### src/rtl/fb_pixel_writer.sv
`default_nettype none
// ============================================================================
// Module      : fb_pixel_writer
// Description : Frame-buffer write port. Accepts pixel-write and clear-screen
//               commands over valid/ready and emits one linear frame-buffer
//               write per cycle in raster order (address = y*WIDTH + x).
// Revision    : 1.0  initial release
// ============================================================================
module fb_pixel_writer #(
  parameter int WIDTH     = 640,
  parameter int HEIGHT    = 480,
  parameter int COLORBITS = 12
) (
  input  logic                                clock,
  input  logic                                reset,
  input  logic                                cmd_valid,
  output logic                                cmd_ready,
  input  logic                                cmd_clear,
  input  logic [$clog2(WIDTH)-1:0]            cmd_x,
  input  logic [$clog2(HEIGHT)-1:0]           cmd_y,
  input  logic [COLORBITS-1:0]                cmd_color,
  output logic                                fb_we,
  output logic [$clog2(WIDTH*HEIGHT)-1:0]     fb_addr,
  output logic [COLORBITS-1:0]                fb_data,
  output logic                                busy,
  output logic                                dropped
);

  localparam int XW = $clog2(WIDTH);
  localparam int YW = $clog2(HEIGHT);
  localparam int AW = $clog2(WIDTH*HEIGHT);

  // Bounds widened by one bit so WIDTH/HEIGHT are representable even when
  // they are exact powers of two.
  localparam logic [XW:0]   C_WIDTH_X  = (XW+1)'(WIDTH);
  localparam logic [YW:0]   C_HEIGHT_Y = (YW+1)'(HEIGHT);
  localparam logic [AW-1:0] C_WIDTH_A  = AW'(WIDTH);
  localparam logic [AW-1:0] C_LAST     = AW'(WIDTH*HEIGHT - 1);

  typedef enum logic [0:0] {
    ST_IDLE  = 1'b0,
    ST_CLEAR = 1'b1
  } state_t;

  state_t                 r_state;
  state_t                 w_state_next;
  logic [AW-1:0]          r_count;      // last address issued by the sweep
  logic [COLORBITS-1:0]   r_clear_color;

  logic                   w_accept;
  logic                   w_in_range;
  logic [AW-1:0]          w_pix_addr;

  // Command decode: handshake, range check and raster address of a pixel.
  always_comb begin
    w_accept   = cmd_valid && (r_state == ST_IDLE);
    w_in_range = ({1'b0, cmd_x} < C_WIDTH_X) && ({1'b0, cmd_y} < C_HEIGHT_Y);
    w_pix_addr = AW'(cmd_y) * C_WIDTH_A + AW'(cmd_x);
  end

  // State register.
  always_ff @(posedge clock) begin
    if (reset) begin
      r_state <= ST_IDLE;
    end else begin
      r_state <= w_state_next;
    end
  end

  // Next-state logic and handshake/status outputs.
  always_comb begin
    w_state_next = r_state;
    cmd_ready    = 1'b0;
    busy         = 1'b0;
    case (r_state)
      ST_IDLE: begin
        cmd_ready = 1'b1;
        if (w_accept && cmd_clear) begin
          w_state_next = ST_CLEAR;
        end
      end
      ST_CLEAR: begin
        busy = 1'b1;
        // The last address was already issued; spend this cycle returning
        // to IDLE so busy covers every cycle that carries a sweep write.
        if (r_count == C_LAST) begin
          w_state_next = ST_IDLE;
        end
      end
      default: begin
        w_state_next = ST_IDLE;
      end
    endcase
  end

  // Registered write port, drop pulse and sweep counter.
  always_ff @(posedge clock) begin
    if (reset) begin
      fb_we         <= 1'b0;
      fb_addr       <= '0;
      fb_data       <= '0;
      dropped       <= 1'b0;
      r_count       <= '0;
      r_clear_color <= '0;
    end else begin
      fb_we   <= 1'b0;
      dropped <= 1'b0;
      case (r_state)
        ST_IDLE: begin
          if (w_accept) begin
            if (cmd_clear) begin
              // Address 0 goes out in the cycle right after the accept.
              r_clear_color <= cmd_color;
              r_count       <= '0;
              fb_we         <= 1'b1;
              fb_addr       <= '0;
              fb_data       <= cmd_color;
            end else if (w_in_range) begin
              fb_we   <= 1'b1;
              fb_addr <= w_pix_addr;
              fb_data <= cmd_color;
            end else begin
              dropped <= 1'b1;
            end
          end
        end
        ST_CLEAR: begin
          if (r_count != C_LAST) begin
            fb_we   <= 1'b1;
            fb_addr <= r_count + AW'(1);
            fb_data <= r_clear_color;
            r_count <= r_count + AW'(1);
          end
        end
        default: begin
          fb_we <= 1'b0;
        end
      endcase
    end
  end

endmodule
`default_nettype wire

### config.mk
export PLATFORM = sky130hd
export DESIGN_NAME = fb_pixel_writer
export DESIGN_NICKNAME = d
export VERILOG_FILES = /design/src/rtl/fb_pixel_writer.sv
export SDC_FILE = /design/constraint.sdc
export NUM_CORES = 1
export LEC_CHECK = 0
export CORE_ASPECT_RATIO = 1.2
export CORE_MARGIN = 2
export CORE_UTILIZATION = 28
export DETAILED_ROUTE_END_ITERATION = 7
export HOLD_SLACK_MARGIN = 0.03
export SKIP_LAST_GASP = 1
export SYNTH_ARGS = -nofsm -noshare
export SYNTH_HDL_FRONTEND = slang
export SYNTH_SLANG_ARGS = --single-unit
### constraint.sdc
create_clock -name clock -period 8.25 [get_ports clock]
set_input_delay 2.475 -clock clock [delete_from_list [all_inputs] [get_ports clock]]
set_output_delay 2.475 -clock clock [all_outputs]
set_load 0.05 [all_outputs]
==> results of run 1 <==
power groups by stage:
| stage | Sequential (mW) | Combinational, mW | Clock [mW] |
|---|---|---|---|
| finish | 0.352 | 0.278 | 0.403 |
| global route | 0.354 | 0.299 | 0.423 |
| CTS | 0.352 | 0.280 | 0.414 |
| detailed placement | 0.359 | 0.279 | 0 |
| global placement | 0.358 | 0.275 | 0 |
| floorplan | 0.411 | 0.144 | 0 |
worst max-delay path: cells and delay by family (launching register included):
family	cells	cell delay, ns
buffers and inverters	2	1.73
DFF	1	1.01
metal layers:
| layer | vias to the layer above | GRT usage |
|---|---|---|
| met4 | 0 | 0.04946 |
| met1 | 1630 | 0.1665 |
| li1 | 1722 | - |
| met5 | - | 0 |
| met2 | 65 | 0.2404 |
| met3 | 8 | 0.02639 |
cell families (layout without fill, tap and decap cells):
group | count (synthesis) | count (layout) | synth area share
xor+xnor | 25 | 25 | 0.06509
mux | 15 | 15 | 0.03829
compound gates | 113 | 113 | 0.2250
simple gates | 168 | 168 | 0.2272
flops | 65 | 65 | 0.3318
fa+ha+maj | 20 | 20 | 0.06765
buf+inv | 32 | 91 | 0.04499
path summary, 6_finish.rpt:
path | startpoint | to | slack, ns
setup / recovery | r_state | cmd_ready | 2.70
hold reg to reg | r_clear_color[9] | r_clear_color[9] | 0.45
hold / removal | r_clear_color[9] | r_clear_color[9] | 0.45
setup reg to reg | r_count[0] | fb_addr[16] | 5.16
registers in the layout (all words and copies together), names as in the netlist:
name,count
fb_data,12
r_state,1
fb_we,1
dropped,1
fb_addr,19
r_clear_color,12
r_count,19
area by class of cell:
| type | count | area, sq um |
|---|---|---|
| fillers | 1404 | 8765 |
| multi-input cells | 341 | 2444 |
| flip-flops and latches | 65 | 1303 |
| repair buffers | 71 | 700.7 |
| clock buffers | 9 | 225.2 |
| well taps | 171 | 214.0 |
| clock inverters | 7 | 95.09 |
| inverters | 4 | 15.01 |
synth_stat cells (12+ instances only):
cell type	instances	area share
dfxtp_1	65	0.33
nor2_1	48	0.046
nand2_1	39	0.037
a21oi_1	34	0.043
ha_1	18	0.057
clkbuf_1	17	0.016
mux2i_1	15	0.038
xnor2_1	15	0.034
a211oi_2	14	0.045
o21ai_0	12	0.015
per-stage QoR:
stage	cell area [sq um]	util
after floorplan	3921	-
after global placement	4676	0.3398
after detailed placement	4676	0.3398
after CTS	4996	0.3631
after global routing	4996	0.3631
final	4996	0.3631
==> out/metrics.cfg, run 1 <==
[route]
wl_um = 10140
routedWlPerCell_um = 15.18
postRouteAntennaNets = 0
drt-pass1-iter-count = 4
via_per_inst = 5.127
top_layer = met4
drc_errors = 0
route.met2.wl_um = 5143
drt_iter0_markers = 162
routed-wl-met3_um = 335
met1_length_um = 4528
dr_total_vias = 3425

[sta]
drv_slew = 0
period_share = 0.6733
finalSetupViolCount = 0
max_slew.worst_pin.slew_ns = 1.027
hold_violations = 0
tns_ns = 0
hold_ws_ns = 0.4534
fin_crit_ns = 5.555
max_slew_margin = 0.3156
timing.fmax_mhz = 180.0
skew_ns = 0.005416
rsz0062_at_grt = no
setup_slack_ns = 2.695

[placed_design]
gp_congestion = 0.8589
dp_hpwl_um = 7274
place_ws_ns = 2.645
place_inst = 652
port_buffers = 69

[floorplan]
core_sq_um = 13760
ios = 70
die_h_um = 133.6
die_w_um = 112.0
floorplan.initialDensity = 0.2850
rows = 47
die_area_sq_um = 14970

[critical_path]
cpPeakStageDelay_ns = 1.01
end_kind = output port
crit_chain = clkinv_1, clkdlybuf4s50_1
ff2ff_path_depth = 7
start_kind = register
cp.required_ns = 5.78
worst-path-max-fanout = 41
crit_type = register to output port
cpMaxStageDelayCell = dfxtp_2
crit_arrival_ns = 3.08

[clock_tree]
cts-resized-gates = 0
clock_path_buffers = 2
cts_sinks = 65
cts_hold_buf = 0
cts.reportedPaths.clkPinSlew_ns = 0.05
cts_made_buffers = 9
cts_root_buf = clkbuf_16
cts_tree = yes
htree_levels = 3
cts_setup_buffers = 0
clkLatencyLatePin_ns = 0.33

[power]
irDropWorstVdd_v = 0.00008732
combPwrFrac = 0.269
power_density_nw_per_um2 = 206.7
p_clk_frac = 0.390
p_seq_frac = 0.341
p_sw_uw = 326.9
power_mw = 1.032
leakage_nw = 1.811
p_int_uw = 705.5
swShare = 0.3167

[logic_synthesis]
ys.flop_type = dfxtp_1
syn_avg_cell_area_sq_um = 8.953
ys_warn_count = 0
netlist-cell-type-count = 71
synth.net_count = 493
synth_edf_count = 0
synth_cells = 438
ys_seq_area_frac = 0.3318
synth_seq_cells = 65
async_flop_share = 0
synth_area_sq_um = 3921

[job]
cap_violations = 0

[grt]
grt_pass1_wl_um = 16610
track_usage = 0.1369
antenna_found_initial = 0
overflow = 0
first_global_vias = 3304
grt_max_degree = 67

[min_path]
whs_path_depth = 2
hp-class = register to register

[cells_and_area]
antenna_cells = 0
final_cell_mix = 68 x clkdlybuf4s50_1, 64 x dfxtp_1, 48 x nor2_1
layout-drive-gt1-share = 0.1167
finalNonFillerCells = 668
finalNetCount = 547
syn_to_final_growth_pct = 27.41
layout.cells.most_common = clkdlybuf4s50_1

[run_status]
status = completed

Power figures use the tool's default switching activity.
==> run 2: changes to the inputs <==
==> constraint.sdc (replaced) <==
create_clock -name clock -period 5.63 [get_ports clock]
set_input_delay 1.689 -clock clock [delete_from_list [all_inputs] [get_ports clock]]
set_output_delay 1.689 -clock clock [all_outputs]
set_load 0.05 [all_outputs]
==> run 2 against run 1 <==
Global-route usage increased by 0.36 points. Utilization increased by 0.30 points. Register-to-register slack got worse by 2.6 ns. Critical path type is now primary input to register. Largest cell class unchanged.
==> out/metrics.cfg, run 2 (same netlist as run 1, synthesis figures left out) <==
[cells_and_area]
layout-drive-gt1-share = 0.1185  ; +0.001774
fillers = 1419  ; +1.1%
top_regs = fb_addr: 19 flops, r_count: 19 flops
syn_to_final_growth_pct = 28.46
final_cell_mix = 68 x clkdlybuf4s50_1, 64 x dfxtp_1, 48 x nor2_1
layout.cells.most_common = clkdlybuf4s50_1
antenna_cells = 0  ; unchanged
finalNonFillerCells = 669  ; +0.15%
finalInstanceArea_sq_um = 5037  ; +0.83%
finalNetCount = 548  ; +0.18%

[clock_tree]
cts_hold_buf = 0  ; unchanged
cts-resized-gates = 0  ; unchanged
htree_levels = 3  ; unchanged
cts_root_buf = clkbuf_16
cts.reportedPaths.clkPinSlew_ns = 0.06  ; about the same
clock_path_buffers = 2  ; unchanged
cts_made_buffers = 9  ; unchanged
cts_sinks = 65  ; unchanged
clkLatencyLatePin_ns = 0.33  ; about the same
cts_setup_buffers = 0  ; unchanged
cts_tree = yes

[critical_path]
cp_top_family = adder cells
end_kind = register
cp.required_ns = 5.79  ; about the same
crit_arrival_ns = 4.68  ; +1.60 ns
ff2ff_path_depth = 7  ; unchanged
start_kind = primary input
r2r_slack_ns = 2.56  ; -2.60 ns
path_depth = 10  ; +8
cpPeakStageDelay_ns = 0.56  ; -0.45 ns
cpMaxStageDelayCell = fa_1
crit_top_cell = ha_1
worst-path-max-fanout = 3  ; -93%
crit_buf_inv = 2  ; unchanged
crit_type = primary input to register
r2r-end = fb_addr[13]
regToRegStartpoint = r_count[0]
crit_chain = clkdlybuf4s50_1, ha_1, ha_1, fa_1, inv_1, a2111oi_2, o211ai_2, nor4_2, mux2i_1, a311oi_2

[power]
irDropWorstVdd_v = 0.0001141  ; +31%
p_seq_frac = 0.327  ; -0.014
power_density_nw_per_um2 = 313.1  ; +52%
p_int_mw = 1.093  ; +55%
p_clk_frac = 0.414  ; +0.024
leakage_nw = 1.829  ; +0.99%
p_sw_uw = 483.9  ; +48%
combPwrFrac = 0.259  ; -0.010
swShare = 0.3068  ; -0.009879

[floorplan]
core_sq_um = 13760  ; unchanged
die_area_sq_um = 14970  ; unchanged
ios = 70  ; unchanged
rows = 47  ; unchanged
die_h_um = 133.6  ; unchanged
floorplan.initialDensity = 0.2850  ; unchanged
die_w_um = 112.0  ; unchanged

[sta]
skew_ns = 0.003651  ; -0.001765 ns
max_slew_margin = 0.3139  ; -0.001695
finalSetupViolCount = 0  ; unchanged
rsz0062_at_grt = no
max_slew.worst_pin.slew_ns = 1.029  ; +0.002542 ns
tns_ns = 0  ; unchanged
hold_violations = 0  ; unchanged
timing.fmax_mhz = 221.4
drv_slew = 0  ; unchanged
period_share = 0.8022
fin_crit_ns = 4.516

[min_path]
hp-class = register to register
whs_path_depth = 2  ; unchanged
hold_end = r_clear_color[9]
hold_start = r_clear_color[9]

[grt]
grt_pass1_wl_um = 17110  ; +3.0%
antenna_found_initial = 0  ; unchanged
overflow = 0  ; unchanged
track_usage = 0.1405  ; +0.003602
first_global_vias = 3374  ; +2.1%
grt_max_degree = 46  ; -31%

[route]
routedWlPerCell_um = 15.45  ; +1.8%
postRouteAntennaNets = 0  ; unchanged
drt-pass1-iter-count = 4  ; unchanged
drt_iter0_markers = 199  ; +23%
drc_errors = 0  ; unchanged
dr_total_vias = 3468  ; +1.3%
via_per_inst = 5.184  ; +1.1%
wl_um = 10330  ; +1.9%

[placed_design]
postPlaceCellArea_sq_um = 4683  ; +0.16%
port_buffers = 69  ; unchanged
place_inst = 653  ; +0.15%
dp_hpwl_um = 7382  ; +1.5%
gp_congestion = 0.8475  ; -1.3%

[job]
cap_violations = 0  ; unchanged

[run_status]
status = completed

run 2: area by class of cell:
| class | instances | area [sq um] | share of cell area |
|---|---|---|---|
| multi-input cells | 341 | 2444 | 0.4851 |
| flip-flops and latches | 65 | 1303 | 0.2586 |
| repair buffers | 72 | 708.2 | 0.1406 |
| clock buffers | 10 | 239.0 | 0.04744 |
| well taps | 171 | 214.0 | 0.04247 |
| clock inverters | 6 | 115.1 | 0.02285 |
| inverters | 4 | 15.01 | 0.002981 |
run 2: through the flow:
| stage | utilization | power [mW] | setup WS (ns) | hold slack (ns) |
|---|---|---|---|---|
| after detailed placement | 0.3403 | 0.9355 | 0.7741 | 0.4461 |
| after CTS | 0.3661 | 1.596 | 1.128 | 0.4541 |
| after floorplan | - | 0.8141 | 1.579 | 0.4360 |
| after global routing | 0.3661 | 1.646 | 0.9197 | 0.4741 |
| final | 0.3661 | 1.577 | 1.114 | 0.4531 |
| after global placement | 0.3403 | 0.9285 | 0.8595 | 0.4420 |
run 2: worst reg2reg max path, delay by kind of cell (launching register included):
family                   cells  cell delay (ns)
AND/OR/NAND/NOR              3             1.24
adder cells (fa/ha/maj)      1             0.28
flip-flops                   1             0.44
AO/OA/AOI/OAI                3             0.98
run 2: worst max-delay path by stage:
stage	slack, ns	startpoint	end
final	1.11	cmd_y[1]	fb_addr[16]
after CTS	1.13	cmd_y[1]	fb_addr[16]
after floorplan	1.58	cmd_y[1]	fb_addr[16]
after detailed placement	0.77	cmd_y[1]	fb_addr[16]
after global placement	0.86	cmd_y[1]	fb_addr[16]
after global routing	0.92	cmd_y[1]	fb_addr[16]
run 2: layer usage:
layer / up-vias / share of wire / global-route usage / wire [um]
li1: 1722 / - / - / -
met4: 0 / 0.015 / 0.04743 / 158
met2: 67 / 0.51 / 0.2424 / 5242
met5: - / 0 / 0 / 0
met3: 12 / 0.042 / 0.03321 / 434
met1: 1667 / 0.44 / 0.1720 / 4498
run 2: power by group through the flow:
stage | Combinational, mW | Clock, mW | Sequential (mW)
final | 0.409 | 0.653 | 0.516
after floorplan | 0.211 | 0 | 0.603
after global routing | 0.441 | 0.686 | 0.519
after CTS | 0.412 | 0.668 | 0.516
after detailed placement | 0.410 | 0 | 0.526
after global placement | 0.404 | 0 | 0.525
